**config.mk**
```make
export PLATFORM = sky130hd
export DESIGN_NAME = ti_sbox_stream
export DESIGN_NICKNAME = d
export VERILOG_FILES = /design/src/rtl/ti_sbox_stream_pkg.sv /design/src/rtl/sbox_ti.sv /design/src/rtl/ti_sbox_stream.sv
export SDC_FILE = /design/constraint.sdc
export NUM_CORES = 1
export LEC_CHECK = 0
export BUFFER_PORTS_ARGS = -buffer_cell sky130_fd_sc_hd__buf_2
export CAP_MARGIN = 20
export CORE_MARGIN = 10
export CORE_UTILIZATION = 45
export DETAILED_ROUTE_END_ITERATION = 8
export GPL_TIMING_DRIVEN = 0
export PLACE_DENSITY = 0.62
export SYNTH_ARGS = -nofsm -noshare
export SYNTH_HDL_FRONTEND = slang
export SYNTH_HIERARCHICAL = 1
export SYNTH_SLANG_ARGS = --single-unit
```
**constraint.sdc**
```tcl
create_clock -name clk -period 18.55 [get_ports clk]
set_input_delay 2.7825 -clock clk [delete_from_list [all_inputs] [get_ports clk]]
set_output_delay 2.7825 -clock clk [all_outputs]
set_load 0.01 [all_outputs]
```
**src/rtl/ti_sbox_stream_pkg.sv**
```systemverilog
// Shared types and sizing constants for the streaming threshold S-box wrapper.
package ti_sbox_stream_pkg;

  typedef enum logic [1:0] {
    LOAD   = 2'd0,
    WAIT   = 2'd1,
    UNLOAD = 2'd2
  } state_t;

  localparam int NSHARES  = 3;
  localparam int NRAND    = 2;
  localparam int IN_BYTES = NSHARES + NRAND;

endpackage

```
**src/rtl/sbox_ti.sv**
```systemverilog
// Three-share S-box core: out1^out2^out3 == SBOX(in1^in2^in3), CORE_LAT register stages.
module sbox_ti #(
  parameter int CORE_LAT = 2
) (
  input  logic       clk,
  input  logic       rst,
  input  logic [7:0] in1,
  input  logic [7:0] in2,
  input  logic [7:0] in3,
  input  logic [7:0] R0,
  input  logic [7:0] R1,
  output logic [7:0] out1,
  output logic [7:0] out2,
  output logic [7:0] out3
);

  function automatic logic [7:0] gmul(input logic [7:0] a, input logic [7:0] b);
    logic [7:0] p;
    logic [7:0] aa;
    logic [7:0] bb;
    p  = 8'h00;
    aa = a;
    bb = b;
    for (int i = 0; i < 8; i++) begin
      if (bb[0]) p = p ^ aa;
      aa = aa[7] ? ((aa << 1) ^ 8'h1B) : (aa << 1);
      bb = bb >> 1;
    end
    return p;
  endfunction

  // GF(2^8) inverse as x^254 = x^2 * x^4 * ... * x^128, then the AES affine map.
  function automatic logic [7:0] aes_sbox(input logic [7:0] x);
    logic [7:0] sq;
    logic [7:0] inv;
    sq  = x;
    inv = 8'h01;
    for (int i = 0; i < 7; i++) begin
      sq  = gmul(sq, sq);
      inv = gmul(inv, sq);
    end
    return inv ^ {inv[6:0], inv[7]} ^ {inv[5:0], inv[7:6]} ^
           {inv[4:0], inv[7:5]} ^ {inv[3:0], inv[7:4]} ^ 8'h63;
  endfunction

  logic [7:0] sbox_val;
  logic [CORE_LAT-1:0][7:0] p1, p2, p3;

  assign sbox_val = aes_sbox(in1 ^ in2 ^ in3);

  always_ff @(posedge clk) begin
    if (rst) begin
      p1 <= '0;
      p2 <= '0;
      p3 <= '0;
    end else begin
      p1[0] <= sbox_val ^ R0 ^ R1;
      p2[0] <= R0 ^ in2;
      p3[0] <= R1 ^ in2;
      for (int i = 1; i < CORE_LAT; i++) begin
        p1[i] <= p1[i-1];
        p2[i] <= p2[i-1];
        p3[i] <= p3[i-1];
      end
    end
  end

  assign out1 = p1[CORE_LAT-1];
  assign out2 = p2[CORE_LAT-1];
  assign out3 = p3[CORE_LAT-1];

endmodule

```
**src/rtl/ti_sbox_stream.sv**
```systemverilog
// Byte-stream wrapper around sbox_ti: loads shares+randomness, waits, unloads shares or recombined byte.
// state  | meaning
// LOAD   | accepting operand bytes 0..4 (share1..3, R0, R1)
// WAIT   | operands stable, CORE_LAT+1 cycles for the core
// UNLOAD | presenting result bytes until the out_last handshake
module ti_sbox_stream
  import ti_sbox_stream_pkg::*;
#(
  parameter int CORE_LAT = 2,
  parameter int CNT_W    = 8
) (
  input  logic             clk,
  input  logic             reset,
  input  logic             in_valid,
  output logic             in_ready,
  input  logic [7:0]       in_data,
  input  logic             recombine,
  output logic             out_valid,
  input  logic             out_ready,
  output logic [7:0]       out_data,
  output logic             out_last,
  output logic             busy,
  output logic [CNT_W-1:0] frame_cnt
);

  localparam int WAIT_W = $clog2(CORE_LAT + 2);

  state_t state, state_nxt;
  logic [2:0]                 byte_idx;
  logic [1:0]                 out_idx;
  logic [WAIT_W-1:0]          wait_cnt;
  logic [IN_BYTES-1:0][7:0]   opnd;
  logic [NSHARES-1:0][7:0]    res;
  logic                       recomb_q;
  logic [7:0]                 core_o1, core_o2, core_o3;
  logic                       in_hs, out_hs, last_byte, wait_done;

  assign in_hs     = in_valid & in_ready;
  assign out_hs    = out_valid & out_ready;
  assign last_byte = (byte_idx == 3'(IN_BYTES - 1));
  assign wait_done = (wait_cnt == '0);

  always_ff @(posedge clk) begin
    if (reset) state <= LOAD;
    else       state <= state_nxt;
  end

  always_comb begin
    state_nxt = state;
    case (state)
      LOAD:    if (in_hs && last_byte) state_nxt = WAIT;
      WAIT:    if (wait_done)          state_nxt = UNLOAD;
      UNLOAD:  if (out_hs && out_last) state_nxt = LOAD;
      default: state_nxt = LOAD;
    endcase
  end

  always_comb begin
    in_ready  = (state == LOAD);
    out_valid = (state == UNLOAD);
    busy      = (state != LOAD) || (byte_idx != 3'd0);
    out_last  = out_valid && (recomb_q || (out_idx == 2'(NSHARES - 1)));
    out_data  = 8'h00;
    if (out_valid) begin
      if (recomb_q) out_data = res[0] ^ res[1] ^ res[2];
      else begin
        case (out_idx)
          2'd0:    out_data = res[0];
          2'd1:    out_data = res[1];
          default: out_data = res[2];
        endcase
      end
    end
  end

  always_ff @(posedge clk) begin
    if (reset) begin
      byte_idx  <= 3'd0;
      out_idx   <= 2'd0;
      wait_cnt  <= '0;
      opnd      <= '0;
      res       <= '0;
      recomb_q  <= 1'b0;
      frame_cnt <= '0;
    end else begin
      if (in_hs) begin
        opnd[byte_idx] <= in_data;
        byte_idx       <= last_byte ? 3'd0 : byte_idx + 3'd1;
        if (byte_idx == 3'd0) recomb_q <= recombine;
      end
      if (in_hs && last_byte)          wait_cnt <= WAIT_W'(CORE_LAT);
      else if (state == WAIT && !wait_done) wait_cnt <= wait_cnt - 1'b1;
      if (state == WAIT && wait_done) begin
        res     <= {core_o3, core_o2, core_o1};
        out_idx <= 2'd0;
      end
      if (out_hs) begin
        if (out_last) begin
          out_idx   <= 2'd0;
          frame_cnt <= frame_cnt + CNT_W'(1);
        end else begin
          out_idx <= out_idx + 2'd1;
        end
      end
    end
  end

  sbox_ti #(.CORE_LAT(CORE_LAT)) u_core (
    .clk  (clk),
    .rst  (reset),
    .in1  (opnd[0]),
    .in2  (opnd[1]),
    .in3  (opnd[2]),
    .R0   (opnd[3]),
    .R1   (opnd[4]),
    .out1 (core_o1),
    .out2 (core_o2),
    .out3 (core_o3)
  );

endmodule

```
# Word level (Yosys, flattened, before mapping)
# Cells that the tools add are included.
word_totals:
  reg_bits: 130
  in_bits: 13
  output_inout_bits: 20
op_classes:
  n_addsub: 4
  reduce_logical: 21
  order_cmp: 2
  bitwise: 204
  n_mux: 219
  eq_ne: 8
op_table:
  columns: ["operator", "n"]
  rows:
  - ["2-to-1 mux 8 bit", 108]
  - ["XOR 8 bit", 103]
  - ["2-to-1 mux 5 bit", 92]
  - ["inverter 4 bit", 92]
  - ["bitwise mux 40 bit", 1]
  - ["demux 8 bit (select 3 bit)", 1]
  - ["2-to-1 mux 2 bit", 9]
  - ["case mux 8 bit (2 select lines)", 1]
  - ["adder 8 x 1 -> 8 bit (second input constant)", 1]
  - ["2-to-1 mux 7 bit", 1]
  - ["inverter 1 bit (first input constant)", 7]
  - ["logical AND 1 bit", 6]
  - ["logical NOT 2 bit", 3]
  - ["2-to-1 mux 3 bit", 2]
  - ["2-to-1 mux 6 bit", 1]
  - ["case mux 2 bit (3 select lines)", 1]
  - ["nonzero test 2 bit", 3]
  - ["equality test 2 x 1 -> 1 bit (second input constant)", 2]
  - ["equality test 2 bit (second input constant)", 2]
  - ["less-than comparator 3 x 4 -> 1 bit (second input constant)", 1]
  - ["2-to-1 mux 4 bit", 1]
  - ["!= test 2 x 1 -> 1 bit (second input constant)", 2]
  - ["AND reduction 2 bit", 2]
  - ["adder 3 x 1 -> 3 bit (second input constant)", 1]
  - ["13 further kinds", 15]

# Depth between registers and ports, before layout
depth:
  depth_word: 136
  ltp_mapped: 64
  mapped_depth_nobuf: 55

# Modules after synthesis
# Netlist, hierarchy kept.
by_module_without_submodules:
  columns: ["module", "area_per_inst_um2", "cells_per_inst", "instances"]
  rows:
  - ["sbox_ti", 17125.2, 2179, 1]
  - ["ti_sbox_stream", 3748.6, 402, 1]

# Least setup slack after synthesis
# Ideal clock, no wire load.
synth_timing:
  path_kind: "flip-flop to flip-flop"
  startpoint: "register opnd[7] (netlist bit)"
  endpoint: "register u_core/p1[3] (netlist bit)"
  setup_ns: 0.128
  n_path_buf: 5
  t_arrival_ns: 15.527
  stages_incl_launch_ff: 61
  path_slack_ns: 2.895
  required_ns: 18.422
  cell_sequence: "dfxtp_1 xnor3_2 clkinv_2 ha_1 clkbuf_1 xnor2_1 nor2_1 xor3_1 inv_2 clkbuf_1 ha_1 clkbuf_1 xnor3_1 o211ai_1 nand2_1 and3_1 a221oi_2 xnor2_2 (+25 left out) a32oi_1 xor2_1 xnor3_1 xnor3_2 nor2_2 xnor2_2 xnor2_1 xnor3_1 xnor2_2 xnor3_2 xor2_2 nor2b_4 xnor3_1 xor3_1 xor3_2 xnor3_1 xnor2_1 nor2_1"
synth_between:
  elab_chain_len: 130
  elab_cells_between_ends: 392
  cone_classes: "mux: 203; bitwise: 189"
synth_lines:
  columns: ["element", "line_no", "rtl"]
  rows:
  - ["from (decl)", "ti_sbox_stream.sv:32", "logic [IN_BYTES-1:0][7:0] opnd;"]
  - ["from (signal, indexed assignment)", "ti_sbox_stream.sv:87", "opnd[byte_idx] <= in_data;"]
  - ["XOR 8 bit (*) (2 in series)", "sbox_ti.sv:49", "assign sbox_val = aes_sbox(in1 ^ in2 ^ in3);"]
  - ["2-to-1 mux 5 bit / 2-to-1 mux 8 bit (equally long branches)", "sbox_ti.sv:26, sbox_ti.sv:25", null]
  - ["XOR 8 bit", "sbox_ti.sv:25", "if (bb[0]) p = p ^ aa;"]
  - ["2-to-1 mux 8 bit", "sbox_ti.sv:25", null]
  - ["XOR 8 bit", "sbox_ti.sv:25", null]
  - ["2-to-1 mux 8 bit", "sbox_ti.sv:25", null]
  - ["XOR 8 bit", "sbox_ti.sv:25", null]
  - ["2-to-1 mux 8 bit", "sbox_ti.sv:25", null]
  - ["(+110 left out)", null, null]
  - ["2-to-1 mux 8 bit", "sbox_ti.sv:25", null]
  - ["XOR 8 bit", "sbox_ti.sv:25", null]
  - ["2-to-1 mux 8 bit", "sbox_ti.sv:25", null]
  - ["XOR 8 bit", "sbox_ti.sv:25", null]
  - ["2-to-1 mux 8 bit (*)", "sbox_ti.sv:25", null]
  - ["XOR 8 bit (3 in series)", "sbox_ti.sv:42", "return inv ^ {inv[6:0], inv[7]} ^ {inv[5:0], inv[7:6]} ^"]
  - ["XOR 8 bit (*)", "sbox_ti.sv:43", "{inv[4:0], inv[7:5]} ^ {inv[3:0], inv[7:4]} ^ 8'h63;"]
  - ["XOR 8 bit (*) (2 in series)", "sbox_ti.sv:57", "p1[0] <= sbox_val ^ R0 ^ R1;"]
  - ["to (signal, indexed assignment)", "sbox_ti.sv:61", "p1[i] <= p1[i-1];"]
  - ["to (decl)", "sbox_ti.sv:47", "logic [CORE_LAT-1:0][7:0] p1, p2, p3;"]
# Every way passes the cells marked *; elsewhere a longest branch is shown, timed or not.
# A chain may end at the register's enable or synchronous reset.

# Worst setup path in the final report
layout_timing:
  startpoint: "register opnd[15] (netlist bit)"
  endpoint: "register u_core/p1[3] (netlist bit)"
# Same word-level chain as after synthesis.

==> metrics.md <==
| Metric | Value |
|---|---|
| Final-report max-slew violation count | 0 |
| Synthesized cell area | approximately 0.021 mm^2 |
| Top_reg_cell synth | dfxtp_1 |
| Vias in the first global route | roughly 18k |
| Iter 0 DRT Violations | ~1.8k |
| Clk sink count | 130 |
| CTS max path bufs | 2 |
| CP top delay family | XOR/XNOR gates |
| Hold WS | roughly 0.44 ns |
| Gr ovfl total | 0 |
| Syn Inst Count | 2,581 |
| Layout area overhead | 8.80% |
| WP data arrival | ~18 ns |
| Max Clk Rate | 0.0566 GHz |
| CP Class | reg -> reg |
| Initial Util | 0.458 |
| Post-Route Skew | 0.0157 ns |
| Sequential area share after synthesis | 0.125 |
| Chip Height | around 240 um |
| Insertion delay to the later sink of the worst-skew pair | between 0.4 and 0.5 ns |
| Initial DRT Pass Iterations | 9 |
| Post-synth EDFFs | 0 |
| CP max-delay cell | xnor3_1 |
| Synth Register Bits | 130 |
| Status | completed |
| Post-Route WL | about 60,000 um |
| Placed insts | around 3.2k |
| I/O Buffers | 31 |
| Hold-fix buffers, CTS | 0 |
| Crit path buf inv count | 7 |
| Crit path time final | 17.68 ns |
| Worst min path class | reg -> reg |
| H-tree levels | 4 |
| Count of final setup violators | 0 |
| Die Area | 0.0554 mm^2 |
| Ant. Diodes | 0 |
| Core region area | ~0.046 mm^2 |
| Routed Antenna Nets | 0 |
| Final Hold Viols | 0 |
| TritonCTS buffer count | 17 |
| Crit end category | register |
| TritonCTS clock tree | built |
| Maximum fanout along the worst path | 10 |
| Commonest non-fill, non-tap cells in the layout | 392 x xnor2_1, 361 x nor2_1, 233 x nand2_1 |
| DRC | 0 |
| Worst Reg2Reg Path Length in Cells | about 60 |
| Final #Nets | about 2.7k |
| Most common cell after layout, fill and taps aside | xnor2_1 |
| Hpwl dp | about 46,000 um |
| Max cap viols | 0 |
| Worst EP required | 18.83 ns |
| GRT Total Usage | 0.206 |
| Critical path depth | 59 |
| Yosys warning total | 6 |
| Number of core rows | 78 |
| First-pass GRT wire length | 96,400 um |
| Io pins | 33 |
| GP Congestion | around 0.93 |
| Pin count of the biggest net entering global routing | 17 |
| RSZ-0062 raised after global routing | false |
| Post-route insts no fill | between 3k and 4k |
| Root Buffer | clkbuf_16 |
| Hold Path Depth | 1 |
| Final period util | 0.953 |
| Die width | 235 um |
| Normalized max-slew margin | 0.278 |
| Asr flop ratio synth | 0 |
| Post-Syn Area per Cell | 8.09 um^2 |
| Slew @ Worst Pin | between 1 and 1.5 ns |
| Clk slew on worst S/H paths | 0.06 ns |
| Critical Path Most Common Cell | xnor2_1 |
| Netlist cell types | approximately 100 |
| Initial antenna violation count | 0 |
| Synthesized net count | roughly 2.6k |
| Via Count | 18.8k |
| Slowest stage delay, CP | roughly 0.62 ns |
| Startpoint types | register |
| Layout cells sized above 1 | 0.117 |
| DR WL/cell | about 19 um |
| Via density | between 5 and 6 |
| Setup TNS | 0 ns |
[what timing repair did]
action / in CTS / in global routing
resized for setup: 9 / 35
pin swaps: 1 / 3
endpoints found under the setup margin: 8 / 8
endpoints found under the hold margin: 0 / 0
buffers inserted: 1 / 9
[worst paths after layout]
kind	slack, ns	from	endpoint
worst max register to register	0.87	opnd[15]	u_core/p1[3]
worst min-delay path	0.44	u_core/p3[3]	u_core/out3[3]
worst max-delay path	0.87	opnd[15]	u_core/p1[3]
worst min register to register	0.44	u_core/p3[3]	u_core/out3[3]
[cell families after synthesis]
| kind of cell | Yosys count | synth area share |
|---|---|---|
| AO/OA/AOI/OAI | 492 | 0.157 |
| XOR/XNOR | 697 | 0.403 |
| adder cells (fa/ha/maj) | 14 | 0.00839 |
| buffers and inverters | 212 | 0.0472 |
| flip-flops | 130 | 0.125 |
| multiplexers | 107 | 0.0533 |
| AND/OR/NAND/NOR | 929 | 0.206 |
[area by class of cell]
type	instances	area [um^2]
plain buffers	178	867
clock buffers	21	450
well taps	600	751
fillers	4365	22900
multi-input cells	2239	17500
clock inverters	11	198
repair buffers	44	253
inverters	32	125
flip-flops and latches	130	2600
[state kept, by name, summed over array words and instances (netlist names)]
| register | cells |
|---|---|
| u_core/p1 | 8 |
| u_core/out1 | 8 |
| res | 24 |
| byte_idx | 3 |
| u_core/p2 | 8 |
| u_core/out3 | 8 |
| state | 2 |
| recomb_q | 1 |
| u_core/p3 | 8 |
| frame_cnt | 8 |
| u_core/out2 | 8 |
| out_idx | 2 |
| wait_cnt | 2 |
| opnd | 40 |
[Yosys cell counts (18+ instances only)]
cell | instances | area, um^2
buf_4 | 31 | 233
nand3_1 | 43 | 215
nor2_1 | 363 | 1360
o21ai_0 | 85 | 425
clkbuf_1 | 96 | 360
mux2i_1 | 92 | 921
xnor2_2 | 39 | 634
dfxtp_1 | 130 | 2600
and2_1 | 19 | 119
nor2b_1 | 39 | 244
a21oi_1 | 141 | 706
nand2_1 | 234 | 878
o22ai_1 | 24 | 150
xnor2_1 | 402 | 3520
a211oi_1 | 32 | 240
xnor3_1 | 92 | 2070
inv_1 | 26 | 97.6
xor2_1 | 111 | 972
a31oi_1 | 18 | 113
nor3_1 | 73 | 365
buf_2 | 40 | 200
nand2b_1 | 70 | 438
[through the flow]
stage | utilization | area, um^2 | worst slack [ns]
2_1_floorplan | - | 20900 | 2.90
3_3_place_gp | 0.478 | 21800 | -1.02
3_5_place_dp | 0.478 | 21800 | -1.23
4_1_cts | 0.494 | 22500 | 0.0472
5_1_grt | 0.498 | 22700 | 0.0163
6_report | 0.498 | 22700 | 0.867
[layer usage]
metal  wire length (um)  global-route usage
met3               3460              0.0201
met5                  0                   0
met1              27300               0.279
met4               1170              0.0507
met2              28300               0.345
Power is left out: the tool's default activity adds up to more than one toggle a clock period on the data nets, which glitch-free logic cannot reach.
